[src/rtl/tl_pkg.sv]
// Shared light encodings and phase enumeration for the timed intersection scheduler.
package tl_pkg;

    localparam logic [1:0] GREEN  = 2'b00;
    localparam logic [1:0] YELLOW = 2'b01;
    localparam logic [1:0] RED    = 2'b10;

    typedef enum logic [2:0] {
        AG = 3'd0,
        AY = 3'd1,
        AR = 3'd2,
        BG = 3'd3,
        BY = 3'd4,
        BR = 3'd5,
        WA = 3'd6,
        WB = 3'd7
    } state_e;

endpackage

[src/rtl/tl_dwell_timer.sv]
// Saturating phase dwell counter; o_e reports the elapsed count including the current tick.
module tl_dwell_timer #(
    parameter int unsigned CNT_W = 5
) (
    input  logic             clk,
    input  logic             reset_n,
    input  logic             i_clr,
    input  logic             i_tick,
    output logic [CNT_W:0]   o_e
);

    logic [CNT_W-1:0] r_cnt;
    logic             w_sat;

    assign w_sat = &r_cnt;
    // One bit wider so cnt+1 never wraps at saturation.
    assign o_e   = {1'b0, r_cnt} + {{CNT_W{1'b0}}, 1'b1};

    always_ff @(posedge clk or negedge reset_n) begin
        if (!reset_n) begin
            r_cnt <= '0;
        end else if (i_clr) begin
            r_cnt <= '0;
        end else if (i_tick && !w_sat) begin
            r_cnt <= r_cnt + CNT_W'(1);
        end
    end

endmodule

[src/rtl/tl_sched_timed.sv]
// Timed two-road light scheduler with min/max green limits.
// Optional pedestrian walk phase during all-red is enabled by defining TL_PED_EN.
module tl_sched_timed
    import tl_pkg::*;
#(
    parameter int unsigned G_MIN   = 5,
    parameter int unsigned G_MAX   = 20,
    parameter int unsigned Y_TIME  = 3,
    parameter int unsigned AR_TIME = 1,
    parameter int unsigned W_TIME  = 4,
    parameter int unsigned CNT_W   = 5
) (
    input  logic       clk,
    input  logic       reset_n,
    input  logic       tick,
    input  logic       Ta,
    input  logic       Tb,
`ifdef TL_PED_EN
    input  logic       ped_req,
    output logic       ped_ack,
    output logic       walk,
`endif
    output logic [1:0] La,
    output logic [1:0] Lb,
    output logic [2:0] state
);

    localparam logic [CNT_W:0] L_GMIN = (CNT_W+1)'(G_MIN);
    localparam logic [CNT_W:0] L_GMAX = (CNT_W+1)'(G_MAX);
    localparam logic [CNT_W:0] L_Y    = (CNT_W+1)'(Y_TIME);
    localparam logic [CNT_W:0] L_AR   = (CNT_W+1)'(AR_TIME);
`ifdef TL_PED_EN
    localparam logic [CNT_W:0] L_W    = (CNT_W+1)'(W_TIME);
`endif

    state_e         r_state;
    state_e         w_next;
    logic           w_clr;
    logic [CNT_W:0] w_e;
    logic           w_to_walk_a;
    logic           w_to_walk_b;

`ifdef TL_PED_EN
    logic r_pend;
    logic r_ack;

    assign w_to_walk_a = r_pend;
    assign w_to_walk_b = r_pend;
`else
    assign w_to_walk_a = 1'b0;
    assign w_to_walk_b = 1'b0;
`endif

    tl_dwell_timer #(
        .CNT_W (CNT_W)
    ) u_timer (
        .clk     (clk),
        .reset_n (reset_n),
        .i_clr   (w_clr),
        .i_tick  (tick),
        .o_e     (w_e)
    );

    always_comb begin
        w_next = r_state;
        if (tick) begin
            case (r_state)
                AG: if (w_e >= L_GMIN && (!Ta || w_e >= L_GMAX)) w_next = AY;
                AY: if (w_e >= L_Y) w_next = AR;
                AR: if (w_e >= L_AR) w_next = w_to_walk_a ? WA : BG;
                BG: if (w_e >= L_GMIN && (!Tb || w_e >= L_GMAX)) w_next = BY;
                BY: if (w_e >= L_Y) w_next = BR;
                BR: if (w_e >= L_AR) w_next = w_to_walk_b ? WB : AG;
`ifdef TL_PED_EN
                WA: if (w_e >= L_W) w_next = BG;
                WB: if (w_e >= L_W) w_next = AG;
`endif
                default: w_next = AG;
            endcase
        end
    end

    // Every legal transition changes the state, so a change is the counter clear.
    assign w_clr = (w_next != r_state);

    always_ff @(posedge clk or negedge reset_n) begin
        if (!reset_n) begin
            r_state <= AG;
        end else begin
            r_state <= w_next;
        end
    end

`ifdef TL_PED_EN
    // Ack is registered on entry so it is high exactly in the first walk cycle.
    always_ff @(posedge clk or negedge reset_n) begin
        if (!reset_n) begin
            r_ack  <= 1'b0;
            r_pend <= 1'b0;
        end else begin
            r_ack <= w_clr && (w_next == WA || w_next == WB);
            if (r_ack) begin
                r_pend <= 1'b0;
            end else if (ped_req) begin
                r_pend <= 1'b1;
            end
        end
    end

    assign ped_ack = r_ack;
    assign walk    = (r_state == WA) || (r_state == WB);
`endif

    always_comb begin
        La = GREEN;
        Lb = RED;
        case (r_state)
            AG: begin La = GREEN;  Lb = RED;    end
            AY: begin La = YELLOW; Lb = RED;    end
            BG: begin La = RED;    Lb = GREEN;  end
            BY: begin La = RED;    Lb = YELLOW; end
            AR, BR: begin La = RED; Lb = RED;   end
`ifdef TL_PED_EN
            WA, WB: begin La = RED; Lb = RED;   end
`endif
            default: begin La = GREEN; Lb = RED; end
        endcase
    end

    assign state = r_state;

endmodule

[config.mk]
export PLATFORM = sky130hd
export DESIGN_NAME = tl_sched_timed
export DESIGN_NICKNAME = d
export VERILOG_FILES = /design/src/rtl/tl_pkg.sv /design/src/rtl/tl_dwell_timer.sv /design/src/rtl/tl_sched_timed.sv
export SDC_FILE = /design/constraint.sdc
export NUM_CORES = 1
export LEC_CHECK = 0
export CAP_MARGIN = 20
export CORE_ASPECT_RATIO = 1.1
export CORE_MARGIN = 2
export CORE_UTILIZATION = 33
export CTS_BUF_LIST = sky130_fd_sc_hd__clkbuf_4
export CTS_CLUSTER_SIZE = 10
export DETAILED_ROUTE_END_ITERATION = 12
export PLACE_DENSITY = 0.63
export SLEW_MARGIN = 20
export SYNTH_ARGS = -nofsm -noshare
export SYNTH_HDL_FRONTEND = slang
export SYNTH_SLANG_ARGS = --single-unit
[constraint.sdc]
create_clock -name clk -period 6.9 [get_ports clk]
set_clock_uncertainty 0.2 [all_clocks]
set_input_delay 0.69 -clock clk [delete_from_list [all_inputs] [get_ports clk]]
set_output_delay 0.69 -clock clk [all_outputs]
set_load 0.01 [all_outputs]
== Word-level counts from Yosys, hierarchy flattened ==
Index checks and enable logic that the tools add are counted.

* Register bits: 8
* Bits of input ports: 5
* Output and inout bits: 7

* $add $sub $neg: 2
* Order comparisons: 4
* Eq/ne operators: 6
* Muxes and demuxes: 12
* Reduce and logical (&&, ||, !) cells: 12

{| class="wikitable"
|+ Operators by type and width
! cell !! count
|-
| 2-to-1 mux 3 bit || 7
|-
| case mux 3 bit (6 select lines) || 1
|-
| 2-to-1 mux 5 bit || 2
|-
| case mux 2 bit (2 select lines) || 2
|-
| adder 5 x 1 -> 6 bit (second input constant) || 1
|-
| equality test 3 x 2 -> 1 bit (second input constant) || 2
|-
| equality test 3 bit (second input constant) || 2
|-
| greater-or-equal comparator 6 x 1 -> 1 bit (second input constant) || 1
|-
| greater-or-equal comparator 6 x 2 -> 1 bit (second input constant) || 1
|-
| greater-or-equal comparator 6 x 3 -> 1 bit (second input constant) || 1
|-
| greater-or-equal comparator 6 x 5 -> 1 bit (second input constant) || 1
|-
| adder 5 x 1 -> 5 bit (second input constant) || 1
|-
| AND reduction 5 bit || 1
|-
| OR reduction 4 bit || 1
|-
| equality test 3 x 1 -> 1 bit (second input constant) || 1
|-
| logical AND 1 bit || 3
|-
| zero test 1 bit || 3
|-
| zero test 3 bit || 1
|-
| inequality test 3 bit || 1
|-
| logical OR 1 bit || 2
|-
| nonzero test 2 bit || 1
|}

== Depth between registers and ports, before layout ==
* Depth in word-level cells: 9
* Gate-level depth with buffers: 8
* Depth with buffers taken out: 8

== Modules after synthesis ==
Synthesis repeated with hierarchy kept, for this count alone.

* Cells, all modules: 88
* Area total of the unflattened synthesis: 730.7 um^2

{| class="wikitable"
|+ By module, submodules not included
! module !! instances !! cells each !! area an instance (um^2)
|-
| tl_sched_timed || 1 || 58 || 447.9
|-
| tl_dwell_timer || 1 || 30 || 282.8
|}

== Worst setup path before layout ==
Ideal clock, no wire load.

* Path kind: reg-to-reg
* Start: reg u_timer.r_cnt[0]
* End: reg u_timer.r_cnt[0]
* Arrival time: 2.165 ns
* Slack: 4.462 ns
* Cell stages (with the launch flop): 9
* Path through: dfrtp_1 -> ha_1 -> and3_2 -> ha_1 -> a311oi_2 -> nand2_4 -> a311oi_2 -> o2111ai_2 -> nor2_1

* Cells in the longest elaborated chain, start to end: 9
* Elaborated cells between the ends (all ways): 25
* Classes of those cells: add/sub (2); order compare (4); eq/ne (1); mux (10); reduce/logical (8)

{| class="wikitable"
|+ Ends and longest elaborated chain
! element !! RTL line !! RTL
|-
| start: declaration || tl_dwell_timer.sv:12 || <nowiki>logic [CNT_W-1:0] r_cnt;</nowiki>
|-
| start signal: assignment || tl_dwell_timer.sv:25 || <nowiki>r_cnt <= r_cnt + CNT_W'(1);</nowiki>
|-
| adder 5 x 1 -> 6 bit || tl_dwell_timer.sv:17 || <nowiki>assign o_e = {1'b0, r_cnt} + {{CNT_W{1'b0}}, 1'b1};</nowiki>
|-
| greater-or-equal comparator 6 x 5 -> 1 bit || tl_sched_timed.sv:68, tl_sched_timed.sv:71 ||
|-
| logical OR 1 bit, on equally long branches || tl_sched_timed.sv:71, tl_sched_timed.sv:68 ||
|-
| logical AND 1 bit, on equally long branches || tl_sched_timed.sv:71, tl_sched_timed.sv:68 ||
|-
| 2-to-1 mux 3 bit, on equally long branches || tl_sched_timed.sv:71, tl_sched_timed.sv:68 ||
|-
| case mux 3 bit (6 select lines) || tl_sched_timed.sv:67 || <nowiki>case (r_state)</nowiki>
|-
| 2-to-1 mux 3 bit || tl_sched_timed.sv:66 || <nowiki>if (tick) begin</nowiki>
|-
| inequality test 3 bit || tl_sched_timed.sv:84 || <nowiki>assign w_clr = (w_next != r_state);</nowiki>
|-
| 2-to-1 mux 5 bit or nonzero test 2 bit (tied branches) || - ||
|}

Parallel ways exist; a longest one is shown, timed or not. The select of a mux whose other input is x is not followed.
A chain may end at the register's enable or synchronous reset.

== Worst setup path after layout ==
* Start: reg r_state[0] (netlist: state[0])
* End: out La[0]

* Cells in the longest elaborated chain, start to end: 3
* Elaborated cells between the ends (all ways): 7
* Classes of those cells: eq/ne (5); mux (1); reduce/logical (1)

{| class="wikitable"
|+ Ends and longest elaborated chain
! element !! RTL line !! RTL
|-
| start: declaration || tl_sched_timed.sv:36 || <nowiki>state_e r_state;</nowiki>
|-
| start signal: assignment || tl_sched_timed.sv:90 || <nowiki>r_state <= w_next;</nowiki>
|-
| equality test 3 bit or equality test 3 x 2 -> 1 bit (tied branches) || tl_sched_timed.sv:117 || <nowiki>case (r_state)</nowiki>
|-
| OR reduction 4 bit (no source line) || - ||
|-
| case mux 2 bit (2 select lines) * || tl_sched_timed.sv:117 ||
|-
| end: declaration || tl_sched_timed.sv:23 || <nowiki>output logic [1:0] La,</nowiki>
|}

Mark *: on every way between the ends. The rest lies on a longest branch, timed or not.

==> qor_table.md <==
| Parameter | This run | Unit |
|:---|:---|:---|
| Vias | 633 | - |
| Setup repair after global routing missed its margin | false | - |
| Buffer type at the clock tree root | clkbuf_4 | - |
| Status | completed | - |
| CORE AREA | 0.00227 | sq mm |
| Syn Inst Count | 86 | - |
| Arrival time reported for the critical path endpoint | 1940 | ps |
| CP max stage cell | clkdlybuf4s50_1 | - |
| Uppermost metal layer occupied by signal nets | met4 | - |
| Fraction of layout instances using a drive strength above 1 | 0.160 | - |
| Total length of routed met2 wires | 779 | um |
| Critical path endpoint category | output port | - |
| Post-CTS clock slew at the launch and capture registers of the worst setup and hold paths | 50 | ps |
| Most area-consuming cells after synthesis | dfrtp_1 25%, ha_1 7.8%, a311oi_2 5.7% | - |
| Largest vdd supply drop | 159 | uV |
| Cells resized by post-CTS repair | 0 | - |
| Sequential area share after synthesis | 0.251 | - |
| Wl on met1 | 767 | um |
| Detail-routed via count per cell | 5.10 | - |
| Worst setup path class | register to output port | - |
| Crit path launch type | register | - |
| CTS tree | done | - |
| Maximum number of pins on one net before global-route repair | 13 | - |
| Max-capacitance violation count | 0 | - |
| Critical Path Max Stage Delay | 620 | ps |
| TritonCTS buffer count | 3 | - |
| Leakage power summed over all cells | 0.400 | nW |
| H-tree Lvls | 1 | - |
| Initial DRC Count | 8 | - |
| Net switching fraction of the power | 0.453 | - |
| Antenna violations before repair | 0 | - |
| Synth-to-layout area growth | 16.5 | % |
| Net load switching power | 166 | uW |
| Critical path cell sequence | inv_1 -> nor3_1 -> clkdlybuf4s50_1 | - |
| Avg WL per Cell | 12.8 | um |
| Net Count, Synth | 96 | - |
| Post-route core utilization | 0.408 | - |
| Final net count | 106 | - |
| Clock network latency to the later pin of the worst-skew pair | 240 | ps |
| Seq pwr share | 0.283 | - |
| Share of total power in the clock network | 0.088 | - |
| Final hold violation count | 0 | - |
| Number of setup violations in the final report | 0 | - |
| Netlist cell types | 40 | - |
| Total of buffers placed on input and output ports | 11 | - |
| Area share of the largest cell type after synthesis | 0.251 | - |
| First-pass GRT wire length | 2840 | um |
| Total half-perimeter wirelength after legalization and detailed placement | 1260 | um |
| Post-CTS Repair Setup Buffers | 0 | - |
| Final period utilization | 0.410 | - |
| Number of enable flip-flop cells after synthesis | 0 | - |
| WHS Endpoint | u_timer.r_cnt[2] | - |
| Top-level port count | 12 | - |
| Path type of the worst min-delay path | register to register | - |
| Count of TritonRoute iterations in the first routing pass | 4 | - |
| Minimum clock period | 2830 | ps |
| Antenna violation net count after detailed routing | 0 | - |
| All-Layer GR Usage | 0.129 | - |
| Clk sink count | 8 | - |
| Transition at the pin with the smallest max-transition slack | 426 | ps |
| Die boundary height | 55.5 | um |
| Number of fill cells | 222 | - |
| Total power divided by cell area | 394 | mW/mm^2 |
| Sum of negative setup slack | 0 | ps |
| Async set-reset flop share out of synthesis | 1.00 | - |
| Crit path required time | 6010 | ps |
| Die width | 50.9 | um |
| Relative slew slack | 0.715 | - |
| Design internal power | 200 | uW |
| Initial Util | 0.350 | - |
| Gr ovfl total | 0 | - |
| Synth Register Bits | 8 | - |
| Critical-path maximum fanout | 10 | - |
| Yosys warns | 0 | - |
| Cell area after technology mapping | 797 | sq um |
| Via count of the first global-routing pass | 650 | - |
| Maximum buffer depth of the clock tree | 2 | - |
| Total DRC errors in the routed layout | 0 | - |
| Worst setup slack for register-to-register paths | 4220 | ps |
| Final wirelength | 1590 | um |
| Wire length on met3 | 24 | um |
| Average instance area after synthesis | 9.27 | sq um |
| Most common flop cell mapped by yosys | dfrtp_1 | - |
| Diodes inserted | 0 | - |
| Leading cell types by count after synthesis | 8 x dfrtp_1, 8 x nor2_1, 5 x a21oi_1, 5 x ha_1, 5 x inv_1 | - |
| R2r endpoint | u_timer.r_cnt[3] | - |
| Weighted congestion reported at the end of routability-driven placement | 0.824 | - |
| Timing-limited maximum frequency | 354 | MHz |
| Dominant cell type by area after synthesis | dfrtp_1 | - |
| Die footprint | 0.00282 | sq mm |
| R2r worst-path depth | 8 | - |
| Cell count of the worst hold path | 2 | - |
| FP Rows | 18 | - |
| Combinational cell fraction of total power | 0.628 | - |
| # hold bufs at CTS | 0 | - |
| RR Startpoint | u_timer.r_cnt[0] | - |
| Hold Startpoint | u_timer.r_cnt[2] | - |
| Final count of pins violating max slew | 0 | - |
## flip-flops by register name, summed over array words and instances (netlist names)
name	cells
state	3
u_timer.r_cnt	5
## cell families (layout without fill, tap and decap cells)
| group | Yosys count | after routing | share of synthesized area |
|---|---|---|---|
| compound gates | 26 | 26 | 0.300 |
| xor+xnor | 5 | 5 | 0.0549 |
| fa+ha+maj | 5 | 5 | 0.0785 |
| buf+inv | 11 | 19 | 0.0722 |
| flops | 8 | 8 | 0.251 |
| mux | 3 | 3 | 0.0534 |
| simple gates | 28 | 28 | 0.190 |
## critical path, delay by kind of cell, from the launching register on
kind | cells | cell delay (ps)
flops | 1 | 510
buf+inv | 2 | 790
simple gates | 1 | 400
## cell type report
cell class | instances | area, sq um | share of cell area
clock buffers | 3 | 22.5 | 0.0243
inverters | 5 | 18.8 | 0.0202
multi-input cells | 67 | 539 | 0.581
flip-flops and latches | 8 | 200 | 0.216
well taps | 30 | 37.5 | 0.0404
repair buffers | 11 | 110 | 0.119
## routing by layer
metal / up-vias / GRT usage
li1: 336 / -
met1: 292 / 0.163
met2: 3 / 0.216
met3: 2 / 0.0162
met4: 0 / 0.0579
met5: - / 0
## power by group through the flow
| stage | combinational (mW) | sequential, mW | clock, mW |
|---|---|---|---|
| after floorplan | 0.180 | 0.0838 | 0 |
| after global placement | 0.232 | 0.104 | 0 |
| after detailed placement | 0.232 | 0.103 | 0 |
| after CTS | 0.233 | 0.103 | 0.0343 |
| after global routing | 0.255 | 0.108 | 0.0354 |
| final | 0.230 | 0.104 | 0.0324 |
## worst max path at each step
| stage | start | slack [ps] | cells after the start | to |
|---|---|---|---|---|
| after global placement | u_timer.r_cnt[0] | 4260 | 8 | u_timer.r_cnt[1] |
| final | state[0] | 4070 | 3 | La[0] |
| after floorplan | u_timer.r_cnt[0] | 4460 | 8 | u_timer.r_cnt[0] |
| after detailed placement | u_timer.r_cnt[0] | 4210 | 8 | u_timer.r_cnt[3] |
| after global routing | state[0] | 3970 | 3 | La[0] |
| after CTS | state[0] | 4070 | 3 | La[0] |
## cell usage in the layout, fill, tap and decap left out, types with 4 or more instances in the layout
cell type        Yosys  routed
clkdlybuf4s50_1      0      11
xor2_1               4       4
nand2_1              4       4
a21oi_1              5       5
inv_1                5       5
ha_1                 5       5
dfrtp_1              8       8
nor2_1               8       8
## stage by stage
stage	hold slack [ps]	setup WS [ps]	area, sq um	std cells	total power [mW]
CTS	451	4070	928	124	0.370
floorplan	194	4460	797	86	0.264
global route	500	3970	928	124	0.399
detailed placement	436	4210	906	121	0.335
global placement	439	4260	906	121	0.335
finish	448	4070	928	124	0.366
Note: power is estimated with default switching activity, not from simulation.
